## src/rtl/vga_sync_decoder.sv

```systemverilog
`default_nettype none
// ============================================================================
// Module      : vga_sync_decoder
// Description : Recovers pixel coordinates and display-active flag from an
//               incoming active-low hsync/vsync pair, measures line/frame
//               timing and maintains a frame-qualified lock status.
// Revision    : 1.0 - initial release
// ============================================================================
module vga_sync_decoder #(
   parameter int HD          = 640,
   parameter int HF          = 16,
   parameter int HB          = 48,
   parameter int HR          = 96,
   parameter int VD          = 480,
   parameter int VF          = 10,
   parameter int VB          = 33,
   parameter int VR          = 2,
   parameter int LOCK_FRAMES = 2
) (
   input  logic        clk,
   input  logic        reset,
   input  logic        p_tick,
   input  logic        hsync,
   input  logic        vsync,
   output logic [9:0]  pixel_x,
   output logic [9:0]  pixel_y,
   output logic        video_on,
   output logic        locked,
   output logic        sync_err,
   output logic [10:0] line_len,
   output logic [10:0] frame_lines
);

   localparam int HTOT = HD + HF + HB + HR;
   localparam int VTOT = VD + VF + VB + VR;

   localparam logic [9:0]  c_htot_m1 = 10'(HTOT - 1);
   localparam logic [9:0]  c_vtot_m1 = 10'(VTOT - 1);
   localparam logic [9:0]  c_h_load  = 10'(HD + HF);
   localparam logic [9:0]  c_v_load  = 10'(VD + VF);
   localparam logic [9:0]  c_hd      = 10'(HD);
   localparam logic [9:0]  c_vd      = 10'(VD);
   localparam logic [10:0] c_htot    = 11'(HTOT);
   localparam logic [10:0] c_vtot    = 11'(VTOT);
   localparam logic [10:0] c_hr      = 11'(HR);
   localparam logic [10:0] c_loss_m1 = 11'(2 * HTOT - 1);
   localparam logic [10:0] c_sat     = 11'h7FF;
   localparam logic [1:0]  c_lock    = 2'(LOCK_FRAMES);

   typedef enum logic [1:0] {
      ST_SEARCH = 2'd0,
      ST_CHECK  = 2'd1,
      ST_LOCKED = 2'd2
   } state_t;

   state_t      state_q, state_d;
   logic [1:0]  good_q, good_d;
   logic        hs_prev_q, hs_prev_d;
   logic        vs_prev_q, vs_prev_d;
   logic [9:0]  pixel_x_q, pixel_x_d;
   logic [9:0]  pixel_y_q, pixel_y_d;
   logic [10:0] hcnt_q, hcnt_d;
   logic [10:0] hw_q, hw_d;
   logic [10:0] vcnt_q, vcnt_d;
   logic [10:0] line_len_q, line_len_d;
   logic [10:0] frame_lines_q, frame_lines_d;
   logic        h_seen_q, h_seen_d;
   logic        line_bad_q, line_bad_d;
   logic        sync_err_q, sync_err_d;
   logic        locked_q, locked_d;
   logic        video_on_q, video_on_d;

   logic        w_h_fall, w_h_rise, w_v_fall, w_h_wrap;
   logic [10:0] w_hcnt_inc, w_hw_inc, w_vcnt_inc;
   logic        w_line_viol, w_loss, w_frame_ok;

   // Edges are only recognised on pixel ticks.
   assign w_h_fall   = p_tick & hs_prev_q & ~hsync;
   assign w_h_rise   = p_tick & ~hs_prev_q & hsync;
   assign w_v_fall   = p_tick & vs_prev_q & ~vsync;
   assign w_h_wrap   = ~w_h_fall & (pixel_x_q == c_htot_m1);

   // Saturating increments of the measurement counters.
   assign w_hcnt_inc = (hcnt_q == c_sat) ? hcnt_q : hcnt_q + 11'd1;
   assign w_hw_inc   = (hw_q   == c_sat) ? hw_q   : hw_q   + 11'd1;
   assign w_vcnt_inc = (vcnt_q == c_sat) ? vcnt_q : vcnt_q + 11'd1;

   // A line violation is a wrong period at H fall or a wrong pulse width at
   // H rise, judged only once a reference H fall has been seen.
   assign w_line_viol = h_seen_q & ((w_h_fall & (w_hcnt_inc != c_htot)) |
                                    (w_h_rise & (hw_q != c_hr)));
   // hcnt_q == 2*HTOT-1 means this tick is the 2*HTOT-th without an H fall;
   // equality (not >=) makes the loss report fire once per event.
   assign w_loss      = p_tick & ~w_h_fall & (hcnt_q == c_loss_m1);
   // The current tick's line check belongs to the frame being closed.
   assign w_frame_ok  = (vcnt_q == c_vtot) & ~line_bad_q & ~w_line_viol;

   // Next-state logic: counters, measurements and lock FSM, advanced per tick.
   always_comb begin
      state_d       = state_q;
      good_d        = good_q;
      hs_prev_d     = hs_prev_q;
      vs_prev_d     = vs_prev_q;
      pixel_x_d     = pixel_x_q;
      pixel_y_d     = pixel_y_q;
      hcnt_d        = hcnt_q;
      hw_d          = hw_q;
      vcnt_d        = vcnt_q;
      line_len_d    = line_len_q;
      frame_lines_d = frame_lines_q;
      h_seen_d      = h_seen_q;
      line_bad_d    = line_bad_q;
      locked_d      = locked_q;
      video_on_d    = video_on_q;
      sync_err_d    = 1'b0;

      if (p_tick) begin
         hs_prev_d = hsync;
         vs_prev_d = vsync;

         if (w_h_fall)                     pixel_x_d = c_h_load;
         else if (pixel_x_q == c_htot_m1)  pixel_x_d = '0;
         else                              pixel_x_d = pixel_x_q + 10'd1;

         if (w_v_fall)      pixel_y_d = c_v_load;
         else if (w_h_wrap) pixel_y_d = (pixel_y_q == c_vtot_m1) ? '0 : pixel_y_q + 10'd1;

         if (w_h_fall) begin
            line_len_d = w_hcnt_inc;
            hcnt_d     = '0;
            h_seen_d   = 1'b1;
         end else begin
            hcnt_d     = w_hcnt_inc;
         end

         if (!hsync) hw_d = w_h_fall ? 11'd1 : w_hw_inc;
         else        hw_d = '0;

         if (w_v_fall) begin
            frame_lines_d = vcnt_q;
            vcnt_d        = {10'd0, w_h_fall};
         end else if (w_h_fall) begin
            vcnt_d        = w_vcnt_inc;
         end

         if (w_v_fall)         line_bad_d = 1'b0;
         else if (w_line_viol) line_bad_d = 1'b1;

         case (state_q)
            ST_SEARCH: begin
               if (w_v_fall) begin
                  state_d = ST_CHECK;
                  good_d  = 2'd0;
               end
            end
            ST_CHECK: begin
               if (w_v_fall) begin
                  if (w_frame_ok) begin
                     good_d = good_q + 2'd1;
                     if (good_q + 2'd1 == c_lock) state_d = ST_LOCKED;
                  end else begin
                     good_d = 2'd0;
                  end
               end
            end
            ST_LOCKED: begin
               if (w_line_viol || (w_v_fall && (vcnt_q != c_vtot))) begin
                  sync_err_d = 1'b1;
                  state_d    = ST_SEARCH;
                  good_d     = 2'd0;
                  h_seen_d   = 1'b0;
               end
            end
            default: begin
               state_d = ST_SEARCH;
               good_d  = 2'd0;
            end
         endcase

         // Signal loss overrides whatever the FSM decided this tick.
         if (w_loss) begin
            sync_err_d = 1'b1;
            state_d    = ST_SEARCH;
            good_d     = 2'd0;
            h_seen_d   = 1'b0;
         end

         locked_d   = (state_d == ST_LOCKED);
         video_on_d = locked_d && (pixel_x_d < c_hd) && (pixel_y_d < c_vd);
      end
   end

   // State register with synchronous active-low reset.
   always_ff @(posedge clk) begin
      if (!reset) begin
         state_q       <= ST_SEARCH;
         good_q        <= 2'd0;
         hs_prev_q     <= 1'b1;
         vs_prev_q     <= 1'b1;
         pixel_x_q     <= '0;
         pixel_y_q     <= '0;
         hcnt_q        <= '0;
         hw_q          <= '0;
         vcnt_q        <= '0;
         line_len_q    <= '0;
         frame_lines_q <= '0;
         h_seen_q      <= 1'b0;
         line_bad_q    <= 1'b0;
         sync_err_q    <= 1'b0;
         locked_q      <= 1'b0;
         video_on_q    <= 1'b0;
      end else begin
         state_q       <= state_d;
         good_q        <= good_d;
         hs_prev_q     <= hs_prev_d;
         vs_prev_q     <= vs_prev_d;
         pixel_x_q     <= pixel_x_d;
         pixel_y_q     <= pixel_y_d;
         hcnt_q        <= hcnt_d;
         hw_q          <= hw_d;
         vcnt_q        <= vcnt_d;
         line_len_q    <= line_len_d;
         frame_lines_q <= frame_lines_d;
         h_seen_q      <= h_seen_d;
         line_bad_q    <= line_bad_d;
         sync_err_q    <= sync_err_d;
         locked_q      <= locked_d;
         video_on_q    <= video_on_d;
      end
   end

   assign pixel_x     = pixel_x_q;
   assign pixel_y     = pixel_y_q;
   assign video_on    = video_on_q;
   assign locked      = locked_q;
   assign sync_err    = sync_err_q;
   assign line_len    = line_len_q;
   assign frame_lines = frame_lines_q;

endmodule
`default_nettype wire
```

## config.mk

```make
export PLATFORM = sky130hd
export DESIGN_NAME = vga_sync_decoder
export DESIGN_NICKNAME = d
export VERILOG_FILES = /design/src/rtl/vga_sync_decoder.sv
export SDC_FILE = /design/constraint.sdc
export NUM_CORES = 1
export LEC_CHECK = 0
export BUFFER_PORTS_ARGS = -buffer_cell sky130_fd_sc_hd__buf_2
export CAP_MARGIN = 20
export CELL_PAD_IN_SITES_DETAIL_PLACEMENT = 0
export CELL_PAD_IN_SITES_GLOBAL_PLACEMENT = 1
export CORE_MARGIN = 4
export CORE_UTILIZATION = 47
export DETAILED_ROUTE_END_ITERATION = 12
export GPL_TIMING_DRIVEN = 0
export PLACE_DENSITY_LB_ADDON = 0.1
export SYNTH_ARGS = -nofsm -noshare
export SYNTH_HDL_FRONTEND = slang
export SYNTH_SLANG_ARGS = --single-unit
```

## constraint.sdc

```tcl
create_clock -name clk -period 6.19 [get_ports clk]
set_input_delay 0.3095 -clock clk [delete_from_list [all_inputs] [get_ports clk]]
set_output_delay 0.3095 -clock clk [all_outputs]
set_load 0.005 [all_outputs]
```

==> results.json <==
{
  "status": "complete, no violations",
  "row_count": 35,
  "finalNetCount": 621,
  "hpwl_um": 8680,
  "maxSlewHeadroom": 0.394,
  "required_ps": 6500,
  "hold_violations": 0,
  "synth_edf_count": 0,
  "cts-buffers-inserted": 9,
  "seqCellArea_um2": 1720,
  "first_global_vias": 3940,
  "timing.rr.start": "hcnt_q[0]$_SDFFE_PN0P_",
  "synth_top_area_frac": 0.392,
  "synthCells": 548,
  "ys_ff_latch": 86,
  "power_mw": 1.05,
  "die_y_um": 105,
  "num_io_pins": 50,
  "cp_data_arrival_time_ps": 3080,
  "clock_skew_ps": 16.6,
  "synth_area_um2": 4400,
  "drv_slew": 0,
  "ctsLongestPathBuffers": 2,
  "timing.fmax_mhz": 361,
  "vias_per_cell": 5.84,
  "r2r_cells": 10,
  "end_kind": "register",
  "fin_tns_setup_ps": 0,
  "start_kind": "register",
  "crit_type": "register to register",
  "initial_core_util": 0.480,
  "maxCapViolCount": 0,
  "track_usage": 0.221,
  "yosysUniqueCellTypes": 68,
  "ys_warn_count": 0,
  "clk_pin_slew_worst_paths_ps": 100,
  "die_width_um": 105,
  "fin_cells": 723,
  "place.gp.congestion": 0.866,
  "hp-class": "primary input to register",
  "setup_viol": 0,
  "fin_crit_sh": 0.448,
  "crit_end": "video_on$_SDFFE_PN0P_",
  "vias": 4224,
  "max_stage_delay_ps": 430,
  "fp.coreArea_um2": 9150,
  "drtIter0Drc": 226,
  "cts_root_buf": "clkbuf_8",
  "clkSinkCount": 86,
  "syn_to_final_growth_pct": 12.7,
  "min_period_ps": 2770,
  "synth_flop_cell": "dfxtp_1",
  "grt_pass1_wl_um": 19900,
  "crit_slowest_cell": "dfxtp_1",
  "firstDrtPassIters": 5,
  "cts_resized": 0,
  "drc": 0,
  "antenna_left": 0,
  "async_reset_ff_frac": 0,
  "synth.area.top_cells": "dfxtp_1 39%, nor2_1 6.1%, a21oi_1 5.5%",
  "rsz0062_at_grt": "false",
  "cts_hold_buf": 0,
  "r2r_end": "video_on$_SDFFE_PN0P_",
  "worstMarginPinSlew_ps": 901,
  "syn_nets": 562,
  "avgRoutedWirePerCell_um": 16.6,
  "port_buffers": 48,
  "powerDensity_nw_per_um2": 211,
  "fillers": 896,
  "cts_tree": "done",
  "grt_max_degree": 17,
  "rrSetupSlack_ps": 3420,
  "diodes": 0,
  "post_cts.repair.setup_buffers": 0,
  "crit_path_start": "hcnt_q[0]$_SDFFE_PN0P_",
  "multi_input_area_um2": 2490,
  "clock_latency_ps": 370,
  "drive_above_1_share": 0.142,
  "die_area_um2": 11000,
  "synth_area_per_cell_um2": 8.02,
  "drt_wl_total_um": 12000,
  "dp_cells": 707,
  "synth_largest_area_cell": "dfxtp_1",
  "p_leak_nw": 1.94,
  "grt_overflow": 0,
  "htree_num_levels": 3,
  "antenna_found_initial": 0,
  "path_cells": "ha_1 -> buf_4 -> nand4_1 -> a31oi_1 -> o21ai_1 -> nor4b_4 -> a31oi_2 -> or3_1 -> a21oi_2 -> a32o_1",
  "fin_util": 0.541,
  "worstPathMaxFanout": 10,
  "yosysSeqAreaShare": 0.392,
  "peakVddDrop_v": 0.0000929
}
## cell families after synthesis
logic type,synth area share
simple gates,0.297
mux,0.0236
compound gates,0.189
fa+ha+maj,0.0256
flops,0.392
buf+inv,0.0415
xor+xnor,0.0319
## worst min-delay path by stage
stage	startpoint	to	slack, ps	cells after the start
2_1_floorplan	good_q[1]$_SDFFE_PN0P_	good_q[1]$_SDFFE_PN0P_	430	2
5_1_grt	p_tick	hs_prev_q$_SDFFE_PN1P_	260	3
3_5_place_dp	frame_lines[9]$_SDFFE_PN0P_	frame_lines[9]$_SDFFE_PN0P_	450	2
6_report	p_tick	hs_prev_q$_SDFFE_PN1P_	220	3
4_1_cts	p_tick	hs_prev_q$_SDFFE_PN1P_	210	3
3_3_place_gp	frame_lines[5]$_SDFFE_PN0P_	frame_lines[5]$_SDFFE_PN0P_	440	2
## power breakdown
| part | switching, mW | internal (mW) | leakage (nW) |
|---|---|---|---|
| combinational | 0.0611 | 0.0305 | 1.15 |
| sequential | 0.0147 | 0.564 | 0.697 |
| clock | 0.225 | 0.150 | 0.0866 |
| total | 0.301 | 0.745 | 1.94 |
## through the flow
step / setup slack, ps / instance area (um2) / hold WS (ps)
global route: 3220 / 4950 / 256
finish: 3420 / 4950 / 224
floorplan: 3810 / 4400 / 435
global placement: 3490 / 4780 / 443
CTS: 3430 / 4950 / 214
detailed placement: 3480 / 4780 / 446
## layer usage
layer	vias to the layer above	global-route usage	wire [um]
met5	-	0	0
met4	0	0.0740	142
met3	12	0.0278	446
met2	95	0.370	5800
met1	2040	0.294	5620
li1	2077	-	-
## flip-flops by register name (all words and copies together), names as in the netlist, 2 cells and up
signal	flops
frame_lines	11
good_q	2
hcnt_q	11
hw_q	11
line_len	11
pixel_x	10
pixel_y	10
state_q	2
vcnt_q	11
## cell usage in the layout, fill, tap and decap left out, types with 4 or more instances in the layout
master,count
dfxtp_1,86
nor2_1,72
nand2_1,63
buf_2,50
a21oi_1,48
o21ai_0,34
inv_1,17
and3_1,17
clkbuf_1,16
nand4_1,15
nor3_1,14
nand3_1,13
xor2_1,13
ha_1,9
clkbuf_8,9
and2_1,8
a211oi_1,7
nor4_1,7
nand3b_1,7
a31oi_1,7
mux2i_1,7
or3_1,5
o22ai_1,5
a22oi_1,4
a21o_1,4
a311oi_1,4
buf_1,4
## cells in the mapped netlist (8+ instances only)
cell type  count
nor3_1        14
a21oi_1       48
nand3_1       13
o21ai_0       34
dfxtp_1       86
xor2_1        13
ha_1           9
nor2_1        72
and2_1         8
inv_1         17
nand4_1       15
nand2_1       63
clkbuf_1      16
and3_1        17
## cell type report
class                           instances  share of cell area
Clock buffer                            9              0.0250
Tap cell                              111              0.0280
Buffer                                 25              0.0232
Clock inverter                          7              0.0111
Sequential cell                        86               0.347
Timing Repair Buffer                   48              0.0485
Multi-Input combinational cell        419               0.503
Inverter                               18              0.0136
## worst max-delay path, delay by kind of cell (launching register included)
family / cells / cell delay, ps
fa+ha+maj: 1 / 230
buf+inv: 1 / 190
simple gates: 3 / 870
flops: 1 / 430
compound gates: 5 / 990
No activity file was read; power rests on OpenSTA's default activity.
